--- src/rtl/mem_responder_pkg.sv ---
// -----------------------------------------------------------------------------
// mem_responder_pkg
// Shared definitions for the mem_responder slice: FSM state encoding,
// transaction owner encoding and the default values for the wait-state count
// and memory depth.
// -----------------------------------------------------------------------------
package mem_responder_pkg;

    localparam int DEFAULT_WAIT_CYCLES = 1;    // wait states before ack (0..7)
    localparam int DEFAULT_DEPTH       = 256;  // number of 8-bit words
    localparam int DATA_W              = 8;
    localparam int ADDR_W              = 8;

    typedef enum logic [1:0] {
        ST_IDLE = 2'd0,
        ST_WAIT = 2'd1,
        ST_ACK  = 2'd2
    } state_e;

    typedef enum logic {
        OWN_CPU = 1'b0,
        OWN_MON = 1'b1
    } owner_e;

endpackage : mem_responder_pkg

--- src/rtl/mem_array.sv ---
// -----------------------------------------------------------------------------
// mem_array
// DEPTH x 8 storage with a synchronous write and a combinational read, both on
// the same address. The caller is responsible for only presenting in-range
// addresses on a write and for masking out-of-range reads.
//
// Ports
//   clk      : clock, write occurs on the rising edge
//   we_i     : write enable
//   addr_i   : word address (read and write)
//   wdata_i  : write data
//   rdata_o  : combinational read data at addr_i
// -----------------------------------------------------------------------------
module mem_array
    import mem_responder_pkg::*;
#(
    parameter int DEPTH = DEFAULT_DEPTH,
    parameter int IDX_W = 8
) (
    input  logic              clk,
    input  logic              we_i,
    input  logic [IDX_W-1:0]  addr_i,
    input  logic [DATA_W-1:0] wdata_i,
    output logic [DATA_W-1:0] rdata_o
);

    logic [DATA_W-1:0] mem_q [DEPTH];

    // NOTE: storage has no reset; contents must survive a reset of the
    // surrounding logic, and leaving it out keeps the array mappable to RAM.
    always_ff @(posedge clk) begin
        if (we_i) begin
            mem_q[addr_i] <= wdata_i;
        end
    end

    assign rdata_o = mem_q[addr_i];

endmodule : mem_array

--- src/rtl/mem_responder.sv ---
// -----------------------------------------------------------------------------
// mem_responder
// Memory slave with two request ports (CPU and monitor) sharing one DEPTH x 8
// array. Fixed priority arbitration (CPU wins), WAIT_CYCLES wait states, then a
// one-cycle acknowledge to the owner of the transaction. Writes commit and
// reads are captured on the clock edge that enters the ACK state.
//
// Ports
//   clk, n_reset                      : clock, async active-low reset
//   cpu_req/we/addr/wdata             : CPU request (held until cpu_ack)
//   cpu_rdata, cpu_ack                : CPU read data / completion pulse
//   mon_req/we/addr/wdata             : monitor request (held until mon_ack)
//   mon_rdata, mon_ack                : monitor read data / completion pulse
//   busy                              : high whenever the FSM is not IDLE
// -----------------------------------------------------------------------------
module mem_responder
    import mem_responder_pkg::*;
#(
    parameter int WAIT_CYCLES = DEFAULT_WAIT_CYCLES,
    parameter int DEPTH       = DEFAULT_DEPTH
) (
    input  logic              clk,
    input  logic              n_reset,
    input  logic              cpu_req,
    input  logic              cpu_we,
    input  logic [ADDR_W-1:0] cpu_addr,
    input  logic [DATA_W-1:0] cpu_wdata,
    output logic [DATA_W-1:0] cpu_rdata,
    output logic              cpu_ack,
    input  logic              mon_req,
    input  logic              mon_we,
    input  logic [ADDR_W-1:0] mon_addr,
    input  logic [DATA_W-1:0] mon_wdata,
    output logic [DATA_W-1:0] mon_rdata,
    output logic              mon_ack,
    output logic              busy
);

    localparam int         IDX_W    = (DEPTH > 1) ? $clog2(DEPTH) : 1;
    // Guarded so WAIT_CYCLES = 0 does not wrap; WAIT is never entered then.
    localparam logic [2:0] CNT_LOAD = (WAIT_CYCLES > 0) ? 3'(WAIT_CYCLES - 1) : 3'd0;

    state_e              state_q, state_d;
    logic [2:0]          cnt_q, cnt_d;
    owner_e              owner_q, owner_d;
    logic                we_q, we_d;
    logic [ADDR_W-1:0]   addr_q, addr_d;
    logic [DATA_W-1:0]   wdata_q, wdata_d;
    logic [DATA_W-1:0]   cpu_rdata_q, cpu_rdata_d;
    logic [DATA_W-1:0]   mon_rdata_q, mon_rdata_d;

    // The transaction being worked on this cycle: straight from the winning
    // port while IDLE (so WAIT_CYCLES = 0 can commit on the accepting edge),
    // otherwise the latched copy.
    owner_e              txn_owner;
    logic                txn_we;
    logic [ADDR_W-1:0]   txn_addr;
    logic [DATA_W-1:0]   txn_wdata;

    logic                enter_ack;
    logic                addr_ok;
    logic                mem_we;
    logic [DATA_W-1:0]   mem_rdata;
    logic [DATA_W-1:0]   rd_val;

    // NOTE: every signal driven here gets a default first, so no path can
    // leave one unassigned and infer a latch.
    always_comb begin
        state_d   = state_q;
        cnt_d     = cnt_q;
        owner_d   = owner_q;
        we_d      = we_q;
        addr_d    = addr_q;
        wdata_d   = wdata_q;
        txn_owner = owner_q;
        txn_we    = we_q;
        txn_addr  = addr_q;
        txn_wdata = wdata_q;

        unique case (state_q)
            ST_IDLE: begin
                if (cpu_req) begin
                    txn_owner = OWN_CPU;
                    txn_we    = cpu_we;
                    txn_addr  = cpu_addr;
                    txn_wdata = cpu_wdata;
                end else if (mon_req) begin
                    txn_owner = OWN_MON;
                    txn_we    = mon_we;
                    txn_addr  = mon_addr;
                    txn_wdata = mon_wdata;
                end
                if (cpu_req || mon_req) begin
                    owner_d = txn_owner;
                    we_d    = txn_we;
                    addr_d  = txn_addr;
                    wdata_d = txn_wdata;
                    if (WAIT_CYCLES > 0) begin
                        state_d = ST_WAIT;
                        cnt_d   = CNT_LOAD;
                    end else begin
                        state_d = ST_ACK;
                    end
                end
            end
            ST_WAIT: begin
                if (cnt_q == 3'd0) begin
                    state_d = ST_ACK;
                end else begin
                    cnt_d = cnt_q - 3'd1;
                end
            end
            ST_ACK: begin
                state_d = ST_IDLE;
            end
            default: begin
                state_d = ST_IDLE;
            end
        endcase
    end

    // ACK always returns to IDLE, so next-state ACK is exactly the entry edge.
    assign enter_ack = (state_d == ST_ACK);
    assign addr_ok   = (int'(txn_addr) < DEPTH);
    // Held in reset the FSM sits in IDLE while state_d may still say ACK;
    // gating with n_reset keeps a request under reset from writing memory.
    assign mem_we    = enter_ack && txn_we && addr_ok && n_reset;
    assign rd_val    = addr_ok ? mem_rdata : '0;

    always_comb begin
        cpu_rdata_d = cpu_rdata_q;
        mon_rdata_d = mon_rdata_q;
        if (enter_ack && !txn_we) begin
            if (txn_owner == OWN_CPU) begin
                cpu_rdata_d = rd_val;
            end else begin
                mon_rdata_d = rd_val;
            end
        end
    end

    // NOTE: sequential state uses non-blocking assignments so every register
    // samples its _d value from before the edge, independent of block order.
    always_ff @(posedge clk or negedge n_reset) begin
        if (!n_reset) begin
            state_q     <= ST_IDLE;
            cnt_q       <= 3'd0;
            owner_q     <= OWN_CPU;
            we_q        <= 1'b0;
            addr_q      <= '0;
            wdata_q     <= '0;
            cpu_rdata_q <= '0;
            mon_rdata_q <= '0;
        end else begin
            state_q     <= state_d;
            cnt_q       <= cnt_d;
            owner_q     <= owner_d;
            we_q        <= we_d;
            addr_q      <= addr_d;
            wdata_q     <= wdata_d;
            cpu_rdata_q <= cpu_rdata_d;
            mon_rdata_q <= mon_rdata_d;
        end
    end

    mem_array #(
        .DEPTH (DEPTH),
        .IDX_W (IDX_W)
    ) u_mem_array (
        .clk     (clk),
        .we_i    (mem_we),
        .addr_i  (txn_addr[IDX_W-1:0]),
        .wdata_i (txn_wdata),
        .rdata_o (mem_rdata)
    );

    assign busy      = (state_q != ST_IDLE);
    assign cpu_ack   = (state_q == ST_ACK) && (owner_q == OWN_CPU);
    assign mon_ack   = (state_q == ST_ACK) && (owner_q == OWN_MON);
    assign cpu_rdata = cpu_rdata_q;
    assign mon_rdata = mon_rdata_q;

endmodule : mem_responder
--- config.mk ---
export PLATFORM = sky130hd
export DESIGN_NAME = mem_responder
export DESIGN_NICKNAME = d
export VERILOG_FILES = /design/src/rtl/mem_responder_pkg.sv /design/src/rtl/mem_array.sv /design/src/rtl/mem_responder.sv
export SDC_FILE = /design/constraint.sdc
export NUM_CORES = 2
export LEC_CHECK = 0
export CAP_MARGIN = 40
export CORE_MARGIN = 4
export CORE_UTILIZATION = 35
export CTS_CLUSTER_DIAMETER = 50
export DETAILED_ROUTE_END_ITERATION = 12
export PLACE_DENSITY = 0.57
export SYNTH_ARGS = -nofsm -noshare
export SYNTH_HDL_FRONTEND = slang
export SYNTH_SLANG_ARGS = --single-unit
--- constraint.sdc ---
create_clock -name clk -period 30.2 [get_ports clk]
set_input_delay 6.04 -clock clk [delete_from_list [all_inputs] [get_ports clk]]
set_output_delay 6.04 -clock clk [all_outputs]
set_load 0.02 [all_outputs]
Word level (Yosys, flattened, before mapping)
Memory sizes are Yosys's and may differ from the RTL's.
Index checks and enable logic that the tools add are counted.
- latch bits: 0
- input bits: 38
- register bits after elaboration: 39
- bits in read-only memories: 0
- bits in writable memories: 2048
- word-level logic and storage cells: 52
- memories: 1
- output and inout bits: 19
- memory list (name ; depth ; bits a word ; rd ports ; clocked after memory_dff ; wr ports ; RTL line ; text):
    u_mem_array.mem_q ; 256 ; 8 ; 1 ; 0 ; 1 ; mem_array.sv:27 ; logic [DATA_W-1:0] mem_q [DEPTH];
- add/subtract/negate cells: 1
- reduce and logical (&&, ||, !) cells: 15
- $lt $le $gt $ge: 0
- divide/modulo/power cells: 0
- multiply operators: 0
- bitwise gates (word level): 2
- shift-type cells: 0
- multiplexer cells: 20
- equality and inequality tests: 5
- operators with widths (operator ; number):
    8-bit 2-to-1 mux ; 6
    1-bit 2-to-1 mux ; 8
    3-bit 2-to-1 mux ; 2
    3-bit one-hot mux with 2 select lines ; 1
    2-bit AND reduction ; 3
    1-bit logical AND ; 5
    2-bit == test, second input constant ; 2
    2-bit 2-to-1 mux ; 2
    2-bit != test, second input constant ; 2
    2-bit one-hot mux with 2 select lines ; 1
    2-bit nonzero test ; 2
    3-bit logical NOT ; 1
    3-bit AND reduction ; 1
    3-bit by 1-bit subtractor with 3-bit output, second input constant ; 1
    2-bit by 1-bit == test with 1-bit output, second input constant ; 1
    2-bit logical NOT ; 1
    1-bit inverter ; 2
    1-bit logical NOT ; 1
    1-bit logical OR ; 1

Longest topological paths before layout
- depth in word-level cells: 8
- gate-level depth with buffers: 14
- depth with buffers taken out: 10

Cells and area by module
A second synthesis with hierarchy kept.
- cell total of the unflattened synthesis: 3721
- area, all modules: 80355.8 µm²
- by module, submodules not included (module ; sequential area each (µm²) ; cells each ; area an instance (µm²) ; times used):
    mem_array ; 61499.0 ; 3539 ; 78332.6 ; 1
    mem_responder ; 975.9 ; 182 ; 2023.2 ; 1

Worst setup path before layout
OpenSTA, ideal clock, no wires.
- kind: input port to flip-flop
- from: input port mon_req
- to: memory u_mem_array.mem_q[0][0], data pin
- arrival: 16827 ps
- path slack: 11185 ps
- buffers on the path: 3
- stages: 5
- required time: 28012 ps
- setup time: 2188 ps
- path through: buf_2 clkbuf_1 clkbuf_1 a31oi_1 o21ai_0
- longest elaborated chain between the ends: 3
- RTL lines (what ; RTL line ; text):
    start, declared ; mem_responder.sv:30 ; input logic mon_req,
    8-bit 2-to-1 mux ; mem_responder.sv:87 ; end else if (mon_req) begin
    8-bit 2-to-1 mux ; mem_responder.sv:82 ; if (cpu_req) begin
    8-bit 2-to-1 mux ; mem_responder.sv:80 ; unique case (state_q)
    net txn_wdata[0] ; mem_responder.sv:58 ; logic [DATA_W-1:0] txn_wdata;
    end, declared ; mem_array.sv:27 ;
The timed path passes the listed nets, and every way through them passes these cells.

Final worst setup path
- from: input port mon_req
- to: register mon_rdata_q[7], in the netlist mon_rdata[7]
- longest elaborated chain between the ends: 6
- elaborated cells between the ends (all ways): 17
- classes of those cells: 1 x eq/ne; 11 x mux; 4 x reduce/logical; 1 x memory
- RTL lines (what ; RTL line ; text):
    parallel branches: the longest is 6 deep, another holds memory read 256 x 8 bit ; -- ;
    end signal, assigned ; mem_responder.sv:162 ; mon_rdata_q <= mon_rdata_d;
    end, declared ; mem_responder.sv:50 ; logic [DATA_W-1:0] mon_rdata_q, mon_rdata_d;
Parallel ways; which one is timed is not known.
A chain may end at the register's enable or synchronous reset.

==> impl_metrics.yaml <==
run_status:
  status: "complete, no violations"
finish:
  drive_gt1_frac: 0.0977
  syn_to_final_growth_pct: 13.5
  instances_no_fill: 9700
  final_util: 0.399
  nNetsFinal: 6221
  multiInputGateArea_um2: 20900
  fill_cells: 22900
  seqCellArea_um2: 62500
pwr:
  ir_drop_v: 0.000122
  p_per_area_nw_per_um2: 111
  leakage_nw: 32.0
synth:
  yosysWarnings: 0
  syn_area_per_cell_um2: 13.9
  async_reset_ff_frac: 0.0187
  synth.most_common_cell: "edfxtp_1"
  synth_commonest_cells: "2048 x edfxtp_1, 1025 x nand2_1, 928 x a221oi_1"
  syn_area_um2: 87500
  synthTopCellsByArea: "edfxtp_1 70%, a221oi_1 9.3%, a311oi_1 4.8%"
  syn-num-nets: 6347
  ys.flop_type: "edfxtp_1"
  synth-seq-cells: 2087
  seq_area_frac_synth: 0.714
  synth-edff-count: 2048
  synth.distinct_cells: 54
  synth_top_cell_by_area: "edfxtp_1"
  synth.top_cell.area_share: 0.703
  synthCells: 6307
floorplan:
  die_x_um: 508
  core_um2: 249000
  initial_core_util: 0.352
  io-pin-count: 57
  die_h_um: 508
  row_count: 183
  fp.dieArea_um2: 258000
timing:
  final.setup.worst_slack_ns: 18.12
  hold_violations: 0
  finalSetupViolations: 0
  fin_crit_sh: 0.400
  setup_tns_ns: 0
  fmax_mhz: 82.8
  fin_crit_ns: 12.08
  rsz0062_at_grt: "false"
  tightest_slew_ns: 1.29
  slew_headroom: 0.138
  slew_viol_final: 0
  skew_ns: 0.0426
global_route:
  antenna_found_initial: 5
  grt_pass1_vias: 56300
  grt_overflow: 0
  grt_max_degree: 192
  grt.total_usage: 0.208
  grt_pass1_wl_mm: 405
critical_path:
  crit_arrival_ns: 12.76
  crit_path_max_incr_delay_ns: 0.82
  critPathTopFamily: "buffers and inverters"
  endpoint_kind: "flop"
  crit_type: "input pin to flop"
  worst-path-buf-inv: 6
  worstPathRequired_ns: 30.88
  start_kind: "input pin"
  crit_top_cell: "buf_4"
  cp_slowest_cell: "a2111oi_2"
  worstPathMaxFanout: 158
  path_cells: "clkdlybuf4s50_1 > buf_4 > mux2_8 > a22oi_2 > buf_4 > inv_8 > buf_12 > buf_4 > mux4_2 > a2111oi_2 > o2111ai_1 > o22ai_1 > o31ai_1"
clock_tree:
  ctsHoldBuffers: 0
  htree_levels: 4
  cts_tree: "done"
  clock_path_buffers: 3
  clock_latency_ns: 0.84
  root_buffer: "clkbuf_16"
  post_cts_resized: 0
  clkSinkCount: 2087
  cts_buffers: 212
  clkTransAtPathRegs_ns: 0.06
  cts_setup_buffers: 0
min_path:
  min-delay-path-class: "flop to flop"
placement:
  place_congestion: 0.846
  placedCellCount: 9294
  hpwl_mm: 157
  pre_cts_ws_ns: 17.29
  io_buffers: 56
routing:
  post-route-drc-count: 0
  dr.pass1.iters: 8
  wire_per_inst_um: 28.7
  drt_iter0_drc: 8357
  wl_mm: 278
  ant_nets: 0
  avgViaCountPerCell: 6.12
  num_vias: 59400
run:
  maxCapViolCount: 0
-- final cells by class --
cell class / instances / share of cell area
Inverter: 490 / 0.0187
Sequential cell: 2087 / 0.629
Timing Repair Buffer: 310 / 0.0312
Tap cell: 3330 / 0.0419
Clock inverter: 132 / 0.0127
Multi-Input combinational cell: 3080 / 0.211
Antenna cell: 3 / 0.0000756
Clock buffer: 268 / 0.0560
-- power breakdown --
part           internal [mW]  leakage (nW)  switching, mW  total (mW)
Clock                   1.46          3.32           1.15        2.61
Combinational           1.13          9.72           3.41        4.54
Sequential              3.79          19.0         0.0452        3.84
-- logic make-up after synthesis --
group / synth area share
AO/OA/AOI/OAI: 0.168
adder cells (fa/ha/maj): 0.000286
buffers and inverters: 0.0504
flip-flops: 0.714
multiplexers: 0.00872
AND/OR/NAND/NOR: 0.0590
-- layer usage --
layer,track usage,up-vias,share of wire
li1,-,25000,-
met1,0.290,30500,0.40
met2,0.328,3400,0.47
met3,0.0397,493,0.095
met4,0.0715,0,0.036
met5,0,-,0
-- stage by stage --
stage / power (mW) / hold WS (ns) / area (um2)
5_1_grt: 11.3 / 0.588 / 99300
2_1_floorplan: 6.75 / 0.468 / 87500
4_1_cts: 10.9 / 0.524 / 99300
3_3_place_gp: 8.20 / 0.499 / 91200
6_report: 11.0 / 0.532 / 99300
3_5_place_dp: 8.36 / 0.515 / 92500
-- state kept, by name, summed over array words and instances, names as in the netlist --
register / count
u_mem_array.mem_q: 2048
addr_q: 8
cpu_rdata: 8
mon_rdata: 8
wdata_q: 8
cnt_q: 3
state_q: 2
owner_q: 1
we_q: 1
-- placed cells by master (no fill, tap or decap), drive strengths merged, types with 17 or more instances in the layout --
| cell type | instances |
|---|---|
| a2111oi | 64 |
| a221oi | 928 |
| a311oi | 481 |
| buf | 243 |
| bufinv | 17 |
| clkbuf | 269 |
| clkdlybuf4s50 | 54 |
| clkinv | 95 |
| dfrtp | 39 |
| edfxtp | 2048 |
| inv | 505 |
| mux4 | 32 |
| nand2 | 1026 |
| nor2 | 277 |
| o2111ai | 32 |
| o21ai | 26 |
| o31ai | 18 |
| o41ai | 96 |
-- path summary, 6_finish.rpt --
| check | startpoint | endpoint | slack (ns) | cells after the start |
|---|---|---|---|---|
| setup / recovery | mon_req | mon_rdata[7] | 18.12 | 13 |
| hold / removal | cnt_q[2] | state_q[1] | 0.53 | 1 |
| setup reg to reg | state_q[0] | mon_rdata[5] | 23.05 | 14 |
| hold reg to reg | cnt_q[2] | state_q[1] | 0.53 | 1 |
| max in group asynchronous | n_reset | addr_q[7] | 24.40 | 2 |
| min in group asynchronous | n_reset | wdata_q[5] | 5.31 | 2 |
Note: power is estimated with default switching activity, not from simulation.
